==> config.mk <==
export PLATFORM = sky130hd
export DESIGN_NAME = uart_tx_arbiter_flat
export DESIGN_NICKNAME = d
export VERILOG_FILES = /design/src/rtl/uart_tx_arbiter_if.sv /design/src/rtl/uart_tx_arbiter.sv /design/src/flat_wrapper.sv
export SDC_FILE = /design/constraint.sdc
export NUM_CORES = 1
export LEC_CHECK = 0
export BUFFER_PORTS_ARGS = -buffer_cell sky130_fd_sc_hd__buf_2
export CORE_ASPECT_RATIO = 0.75
export CORE_UTILIZATION = 40
export CTS_BUF_LIST = sky130_fd_sc_hd__clkbuf_8
export DETAILED_ROUTE_END_ITERATION = 12
export GPL_TIMING_DRIVEN = 0
export HOLD_SLACK_MARGIN = 0.08
export PLACE_DENSITY = 0.63
export SLEW_MARGIN = 20
export SYNTH_ARGS = -nofsm -noshare
export SYNTH_HDL_FRONTEND = slang
export SYNTH_SLANG_ARGS = --single-unit
==> constraint.sdc <==
create_clock -name clock -period 2.87 [get_ports clock]
set_input_delay 0.1435 -clock clock [delete_from_list [all_inputs] [get_ports clock]]
set_output_delay 0.1435 -clock clock [all_outputs]
set_load 0.01 [all_outputs]
==> src/rtl/uart_tx_arbiter_if.sv <==
// Channel push, arbitration control and UART-side signals of uart_tx_arbiter.
// Macro UART_TX_ARBITER_DROP_CNT_EN adds the per-channel drop_cnt bundle.
interface uart_tx_arbiter_if #(
    parameter int N_CH = 2
);
    localparam int SEL_W = (N_CH > 1) ? $clog2(N_CH) : 1;

    logic [N_CH-1:0]   ch_valid;
    logic [8*N_CH-1:0] ch_bits;
    logic [N_CH-1:0]   ch_ready;
    logic [SEL_W-1:0]  owner_sel;
    logic              rr_mode;
    logic              tx_ready;
    logic [7:0]        tx_bits;
    logic              busy;
    logic [SEL_W-1:0]  grant;
    logic [N_CH-1:0]   fifo_empty;
`ifdef UART_TX_ARBITER_DROP_CNT_EN
    logic [8*N_CH-1:0] drop_cnt;

    modport master (
        output ch_valid, ch_bits, owner_sel, rr_mode, tx_ready,
        input  ch_ready, tx_bits, busy, grant, fifo_empty, drop_cnt
    );
    modport slave (
        input  ch_valid, ch_bits, owner_sel, rr_mode, tx_ready,
        output ch_ready, tx_bits, busy, grant, fifo_empty, drop_cnt
    );
`else
    modport master (
        output ch_valid, ch_bits, owner_sel, rr_mode, tx_ready,
        input  ch_ready, tx_bits, busy, grant, fifo_empty
    );
    modport slave (
        input  ch_valid, ch_bits, owner_sel, rr_mode, tx_ready,
        output ch_ready, tx_bits, busy, grant, fifo_empty
    );
`endif
endinterface

==> src/rtl/uart_tx_arbiter.sv <==
// Per-channel byte FIFOs arbitrated (owner or round-robin) onto one UART byte.
// Macro UART_TX_ARBITER_DROP_CNT_EN adds saturating per-channel dropped-push counters.
module uart_tx_arbiter #(
    parameter int         N_CH      = 2,
    parameter int         DEPTH     = 4,
    parameter logic [7:0] IDLE_BYTE = 8'h00
) (
    input logic              clock,
    input logic              reset,
    uart_tx_arbiter_if.slave bus
);
    localparam int SEL_W = (N_CH > 1) ? $clog2(N_CH) : 1;
    localparam int PTR_W = $clog2(DEPTH);
    localparam int CNT_W = PTR_W + 1;

    typedef enum logic [0:0] {ST_IDLE = 1'b0, ST_SEND = 1'b1} state_t;

    logic [7:0]       mem_r    [N_CH][DEPTH];
    logic [PTR_W-1:0] wr_ptr_r [N_CH];
    logic [PTR_W-1:0] rd_ptr_r [N_CH];
    logic [CNT_W-1:0] cnt_r    [N_CH];
    logic [N_CH-1:0]  full_s;
    logic [N_CH-1:0]  empty_s;
    logic [N_CH-1:0]  push_s;
    logic [N_CH-1:0]  pop_s;

    state_t           state_r, state_nx_s;
    logic [7:0]       tx_bits_r, tx_bits_nx_s;
    logic [SEL_W-1:0] grant_r, grant_nx_s;
    logic [SEL_W-1:0] last_grant_r, last_grant_nx_s;
    logic             found_s;
    logic [SEL_W-1:0] sel_s;
    logic [7:0]       head_s;
    int               cand_s;

    // FIFO status flags and push qualification; pushes are ignored in reset
    always_comb begin
        full_s  = '0;
        empty_s = '0;
        push_s  = '0;
        for (int k = 0; k < N_CH; k++) begin
            full_s[k]  = (cnt_r[k] == CNT_W'(DEPTH));
            empty_s[k] = (cnt_r[k] == CNT_W'(0));
            push_s[k]  = bus.ch_valid[k] & ~full_s[k] & ~reset;
        end
    end

    // FIFO storage, written without reset since occupancy gates every read
    always_ff @(posedge clock) begin
        for (int k = 0; k < N_CH; k++) begin
            if (push_s[k]) begin
                mem_r[k][wr_ptr_r[k]] <= bus.ch_bits[8*k +: 8];
            end
        end
    end

    // FIFO pointers and occupancy; push and pop in one cycle leave occupancy unchanged
    always_ff @(posedge clock) begin
        for (int k = 0; k < N_CH; k++) begin
            if (reset) begin
                wr_ptr_r[k] <= '0;
                rd_ptr_r[k] <= '0;
                cnt_r[k]    <= '0;
            end else begin
                if (push_s[k]) wr_ptr_r[k] <= wr_ptr_r[k] + PTR_W'(1);
                if (pop_s[k])  rd_ptr_r[k] <= rd_ptr_r[k] + PTR_W'(1);
                case ({push_s[k], pop_s[k]})
                    2'b10:   cnt_r[k] <= cnt_r[k] + CNT_W'(1);
                    2'b01:   cnt_r[k] <= cnt_r[k] - CNT_W'(1);
                    default: cnt_r[k] <= cnt_r[k];
                endcase
            end
        end
    end

    // Eligible channel selection from pre-edge occupancy, so a byte pushed this cycle waits
    always_comb begin
        found_s = 1'b0;
        sel_s   = '0;
        head_s  = IDLE_BYTE;
        cand_s  = 0;
        if (bus.rr_mode) begin
            for (int i = 1; i <= N_CH; i++) begin
                cand_s = (int'(last_grant_r) + i) % N_CH;
                for (int k = 0; k < N_CH; k++) begin
                    if (!found_s && cand_s == k && !empty_s[k]) begin
                        found_s = 1'b1;
                        sel_s   = SEL_W'(k);
                        head_s  = mem_r[k][rd_ptr_r[k]];
                    end
                end
            end
        end else begin
            for (int k = 0; k < N_CH; k++) begin
                if (int'(bus.owner_sel) == k && !empty_s[k]) begin
                    found_s = 1'b1;
                    sel_s   = SEL_W'(k);
                    head_s  = mem_r[k][rd_ptr_r[k]];
                end
            end
        end
    end

    // Next state: every tx_ready cycle either pops the selected head or falls back to idle
    always_comb begin
        state_nx_s      = state_r;
        tx_bits_nx_s    = tx_bits_r;
        grant_nx_s      = grant_r;
        last_grant_nx_s = last_grant_r;
        pop_s           = '0;
        case (state_r)
            ST_IDLE, ST_SEND: begin
                if (bus.tx_ready) begin
                    if (found_s) begin
                        state_nx_s      = ST_SEND;
                        tx_bits_nx_s    = head_s;
                        grant_nx_s      = sel_s;
                        last_grant_nx_s = sel_s;
                        for (int k = 0; k < N_CH; k++) begin
                            pop_s[k] = (sel_s == SEL_W'(k));
                        end
                    end else begin
                        state_nx_s   = ST_IDLE;
                        tx_bits_nx_s = IDLE_BYTE;
                    end
                end else begin
                    state_nx_s = state_r;
                end
            end
            default: begin
                state_nx_s   = ST_IDLE;
                tx_bits_nx_s = IDLE_BYTE;
            end
        endcase
    end

    // State and registered UART-side outputs
    always_ff @(posedge clock) begin
        if (reset) begin
            state_r      <= ST_IDLE;
            tx_bits_r    <= IDLE_BYTE;
            grant_r      <= '0;
            last_grant_r <= SEL_W'(N_CH - 1);
        end else begin
            state_r      <= state_nx_s;
            tx_bits_r    <= tx_bits_nx_s;
            grant_r      <= grant_nx_s;
            last_grant_r <= last_grant_nx_s;
        end
    end

    assign bus.tx_bits    = tx_bits_r;
    assign bus.busy       = (state_r == ST_SEND);
    assign bus.grant      = grant_r;
    assign bus.ch_ready   = ~full_s;
    assign bus.fifo_empty = empty_s;

`ifdef UART_TX_ARBITER_DROP_CNT_EN
    logic [7:0] drop_cnt_r [N_CH];

    // Saturating count of pushes rejected because the channel FIFO was full
    always_ff @(posedge clock) begin
        for (int k = 0; k < N_CH; k++) begin
            if (reset) begin
                drop_cnt_r[k] <= 8'h00;
            end else if (bus.ch_valid[k] && full_s[k] && drop_cnt_r[k] != 8'hFF) begin
                drop_cnt_r[k] <= drop_cnt_r[k] + 8'h01;
            end else begin
                drop_cnt_r[k] <= drop_cnt_r[k];
            end
        end
    end

    always_comb begin
        bus.drop_cnt = '0;
        for (int k = 0; k < N_CH; k++) begin
            bus.drop_cnt[8*k +: 8] = drop_cnt_r[k];
        end
    end
`endif
endmodule

==> src/flat_wrapper.sv <==
// flat-port wrapper written by rule: the top's interface ports become plain ports
module uart_tx_arbiter_flat 
#(
    parameter int         N_CH      = 2,
    parameter int         DEPTH     = 4,
    parameter logic [7:0] IDLE_BYTE = 8'h00
)
  (clock, reset, bus_ch_valid, bus_ch_bits, bus_owner_sel, bus_rr_mode, bus_tx_ready, bus_ch_ready, bus_tx_bits, bus_busy, bus_grant, bus_fifo_empty);
  uart_tx_arbiter_if #(.N_CH(N_CH)) bus_i ();
  input logic clock;
  input logic reset;
  input wire logic [$bits(bus_i.ch_valid)-1:0] bus_ch_valid;
  input wire logic [$bits(bus_i.ch_bits)-1:0] bus_ch_bits;
  input wire logic [$bits(bus_i.owner_sel)-1:0] bus_owner_sel;
  input wire logic [$bits(bus_i.rr_mode)-1:0] bus_rr_mode;
  input wire logic [$bits(bus_i.tx_ready)-1:0] bus_tx_ready;
  output wire logic [$bits(bus_i.ch_ready)-1:0] bus_ch_ready;
  output wire logic [$bits(bus_i.tx_bits)-1:0] bus_tx_bits;
  output wire logic [$bits(bus_i.busy)-1:0] bus_busy;
  output wire logic [$bits(bus_i.grant)-1:0] bus_grant;
  output wire logic [$bits(bus_i.fifo_empty)-1:0] bus_fifo_empty;
  assign bus_i.ch_valid = bus_ch_valid;
  assign bus_i.ch_bits = bus_ch_bits;
  assign bus_i.owner_sel = bus_owner_sel;
  assign bus_i.rr_mode = bus_rr_mode;
  assign bus_i.tx_ready = bus_tx_ready;
  assign bus_ch_ready = bus_i.ch_ready;
  assign bus_tx_bits = bus_i.tx_bits;
  assign bus_busy = bus_i.busy;
  assign bus_grant = bus_i.grant;
  assign bus_fifo_empty = bus_i.fifo_empty;
  uart_tx_arbiter #(.N_CH(N_CH), .DEPTH(DEPTH), .IDLE_BYTE(IDLE_BYTE)) u_core (.clock(clock), .reset(reset), .bus(bus_i));
endmodule
==> results.sh <==
export IMPL_run_status="completed"
export IMPL_worst_ep_required_time_ns=2.97
export IMPL_p_int_mw=1.99
export IMPL_cp_end_kind="flop"
export IMPL_hpwl_um=4660
export IMPL_layout_cell_area_non_filler_um2=4500
export IMPL_boundaryPins=37
export IMPL_timing_final_crit_share=0.918
export IMPL_totalWireLength_um=6920
export IMPL_unrepaired_setup_endpoints_after_global_routing="no"
export IMPL_grtUsageTotal=0.152
export IMPL_classification_of_the_worst_setup_path="flop to flop"
export IMPL_cts_buffers=9
export IMPL_arrival_ns=2.73
export IMPL_floorplan_core_area_um2=9120
export IMPL_row_count=30
export IMPL_final_hold_violation_count=0
export IMPL_footprint_of_the_multi_input_gates_um2=1160
export IMPL_synth_main_ff_cell="sky130_fd_sc_hd__edfxtp_1"
export IMPL_clk_pin_slew_ns=0.08
export IMPL_seqPwrFrac=0.562
export IMPL_clock_fmax_mhz=380
export IMPL_antenna_diode_count=0
export IMPL_timing_critical_path_cells="inv_1 -> ha_1 -> nor2b_4 -> o221a_2 -> nand2_1 -> inv_1 -> ha_2 -> nand2b_1 -> fa_1 -> xor2_2 -> nor3_1 -> a21oi_1 -> nor2_1"
export IMPL_worst_slew_pin_slew_ns=0.614
export IMPL_first_pass_iters=5
export IMPL_worstSkewPairLatency_ns=0.37
export IMPL_power_switching_uw=716
export IMPL_synth_area_leaders="sky130_fd_sc_hd__edfxtp_1 62%, sky130_fd_sc_hd__mux4_2 9.5%, sky130_fd_sc_hd__dfxtp_1 5.8%, sky130_fd_sc_hd__ha_1 4.9%, sky130_fd_sc_hd__nor2_1 2.1%"
export IMPL_layout_area_seq_um2=2560
export IMPL_finalClockSkew_ns=0.00824
export IMPL_p_comb_frac=0.150
export IMPL_synth_top_cell_area_share=0.616
export IMPL_critical_path_slowest_cell="sky130_fd_sc_hd__edfxtp_1"
export IMPL_die_height_um=86.4
export IMPL_wire_length_of_the_first_global_routing_pass_um=10700
export IMPL_port_buffers=35
export IMPL_netlist_cell_type_count=32
export IMPL_hold_path_class="input pin to flop"
export IMPL_yosysTopAreaCell="sky130_fd_sc_hd__edfxtp_1"
export IMPL_cap_viol_max_count=0
export IMPL_cts_sinks=89
export IMPL_clock_tree_root_cell="sky130_fd_sc_hd__clkbuf_8"
export IMPL_synth_seq_area_share=0.674
export IMPL_max_slew_margin=0.590
export IMPL_syn_inst=238
export IMPL_wl_per_cell_um=16.0
export IMPL_yosysWarningCount=0
export IMPL_fp_dieArea_um2=9900
export IMPL_path_delay_family="adder cells"
export IMPL_reg2reg_slack_ns=0.24
export IMPL_via_count_of_the_first_global_routing_pass=2052
export IMPL_die_width_um=115
export IMPL_final_cell_count_no_fill=434
export IMPL_mappedNetlistNets=277
export IMPL_htree_levels=3
export IMPL_globalRouteOverflowTotal=0
export IMPL_power_per_cell_area_nw_per_um2=602
export IMPL_post_synth_cell_area_avg_um2=16.0
export IMPL_initial_core_util=0.417
export IMPL_leakage_nw=1.65
export IMPL_async_reset_ff_frac=0
export IMPL_max_vdd_ir_drop_mv=0.380
export IMPL_p_total_mw=2.71
export IMPL_clockBufferDepth=2
export IMPL_max_stage_delay_ns=0.42
export IMPL_register_bit_total_from_synthesis=89
export IMPL_cts_tree="built"
export IMPL_synth_enable_flop_cells=78
export IMPL_swShare=0.264
export IMPL_post_dp_cell_area_um2=4140
export IMPL_detailroute_via_count=2137
export IMPL_final_max_slew_viol_count=0
export IMPL_antenna_found_initial=0
export IMPL_layout_common_cells="78 x sky130_fd_sc_hd__edfxtp_1, 38 x sky130_fd_sc_hd__buf_2, 21 x sky130_fd_sc_hd__nor2_1"
export IMPL_finish_net_count=340
export IMPL_total_standard_cell_area_after_synthesis_um2=3800
export IMPL_avgViaCountPerCell=4.92
export IMPL_timing_critical_path_from_type="flop"
export IMPL_period_minus_slack_ns=2.63
export IMPL_place_inst=401
export IMPL_grt_max_degree=17
export IMPL_drive_gt1_frac=0.261
export IMPL_place_gp_congestion=0.764
export IMPL_drc_errors=0
export IMPL_postLayoutCoreUtil=0.493
export IMPL_critical_path_peak_fanout=5
export IMPL_worst_path_buf_inv=2
export IMPL_timing_final_setup_violations=0
export IMPL_clock_power_share=0.288
export IMPL_drt_first_iter_violations=91
export IMPL_most_frequent_standard_cell_in_the_layout_excluding_fill_and_tap_cells="sky130_fd_sc_hd__edfxtp_1"
export IMPL_fillCellCount=799
export IMPL_ant_nets=0
export IMPL_crit_top_cell="sky130_fd_sc_hd__inv_1"
export IMPL_layout_area_overhead_pct=18.3
==> synthesized netlist by cell type (all sizes together), types with 2 or more instances <==
cell / n
edfxtp: 78
nor2: 21
mux4: 16
ha: 15
inv: 15
dfxtp: 11
and2: 10
a22oi: 9
a211oi: 8
nand2: 7
nand2b: 6
buf: 5
clkbuf: 5
nor3: 5
a21oi: 3
nor2b: 3
xor2: 3
nand3b: 2
o21bai: 2
or2: 2
xnor2: 2
==> power groups by stage <==
stage	sequential, mW	combinational (mW)	clock (mW)
global placement	1.55	0.374	0
detailed placement	1.55	0.382	0
floorplan	1.55	0.263	0
finish	1.52	0.407	0.779
global route	1.53	0.456	0.861
CTS	1.52	0.402	0.803
==> final timing paths <==
check	from	endpoint	depth (start not counted)
setup reg to reg	u_core.cnt_r[0][0]	u_core.cnt_r[1][2]	13
hold / removal	bus_tx_ready	u_core.bus.busy	3
setup / recovery	u_core.cnt_r[0][0]	u_core.cnt_r[1][2]	13
hold reg to reg	u_core.bus.busy	u_core.bus.busy	2
==> through the flow <==
| step | setup slack [ns] | hold slack [ns] | TNS, ns |
|---|---|---|---|
| finish | 0.235 | 0.138 | 0 |
| global route | 0.0128 | 0.127 | 0 |
| CTS | 0.0756 | 0.103 | 0 |
| detailed placement | -0.0454 | 0.366 | -0.0454 |
| global placement | 0.00181 | 0.357 | 0 |
| floorplan | 0.106 | 0.242 | 0 |
==> worst register-to-register path, stage by stage, from the launching register on <==
cell and delay, ns:
sky130_fd_sc_hd__edfxtp_1 0.42, sky130_fd_sc_hd__inv_1 0.10, sky130_fd_sc_hd__ha_1 0.17, sky130_fd_sc_hd__nor2b_4 0.18, sky130_fd_sc_hd__o221a_2 0.22, sky130_fd_sc_hd__nand2_1 0.11
sky130_fd_sc_hd__inv_1 0.08, sky130_fd_sc_hd__ha_2 0.20, sky130_fd_sc_hd__nand2b_1 0.08, sky130_fd_sc_hd__fa_1 0.41, sky130_fd_sc_hd__xor2_2 0.17, sky130_fd_sc_hd__nor3_1 0.07
sky130_fd_sc_hd__a21oi_1 0.11, sky130_fd_sc_hd__nor2_1 0.05
==> cell families after synthesis <==
logic type,share of synthesized area
compound gates,0.0576
xor+xnor,0.0115
fa+ha+maj,0.0546
buf+inv,0.0257
flops,0.674
mux,0.0974
simple gates,0.0793
==> metal layers <==
metal / global-route usage / up-vias / routed length (um)
met5: 0 / - / 0
met4: 0.0425 / 0 / 42
met3: 0.0587 / 7 / 349
met2: 0.216 / 50 / 3020
met1: 0.219 / 1059 / 3510
li1: - / 1021 / -
==> area by class of cell <==
cell class              instances  share of cell area
well taps                     128              0.0356
clock inverters                 7              0.0114
multi-input cells             124               0.258
plain buffers                  10             0.00918
inverters                      15              0.0125
repair buffers                 52              0.0762
clock buffers                   9              0.0275
flip-flops and latches         89               0.570
==> flip-flops by register name, summed over array words and instances (netlist names) <==
signal / count
u_core.bus.busy: 1
u_core.bus.grant: 1
u_core.bus.tx_bits: 8
u_core.cnt_r: 6
u_core.last_grant_r: 1
u_core.mem_r: 64
u_core.rd_ptr_r: 4
u_core.wr_ptr_r: 4
==> timing repair <==
item,4_1_cts,5_1_grt
hold endpoints to repair,64,0
hold buffers,16,0
endpoints found under the setup margin,1,1
buffers inserted,0,1
gates resized for setup,1,3
Note: power is estimated with default switching activity, not from simulation.
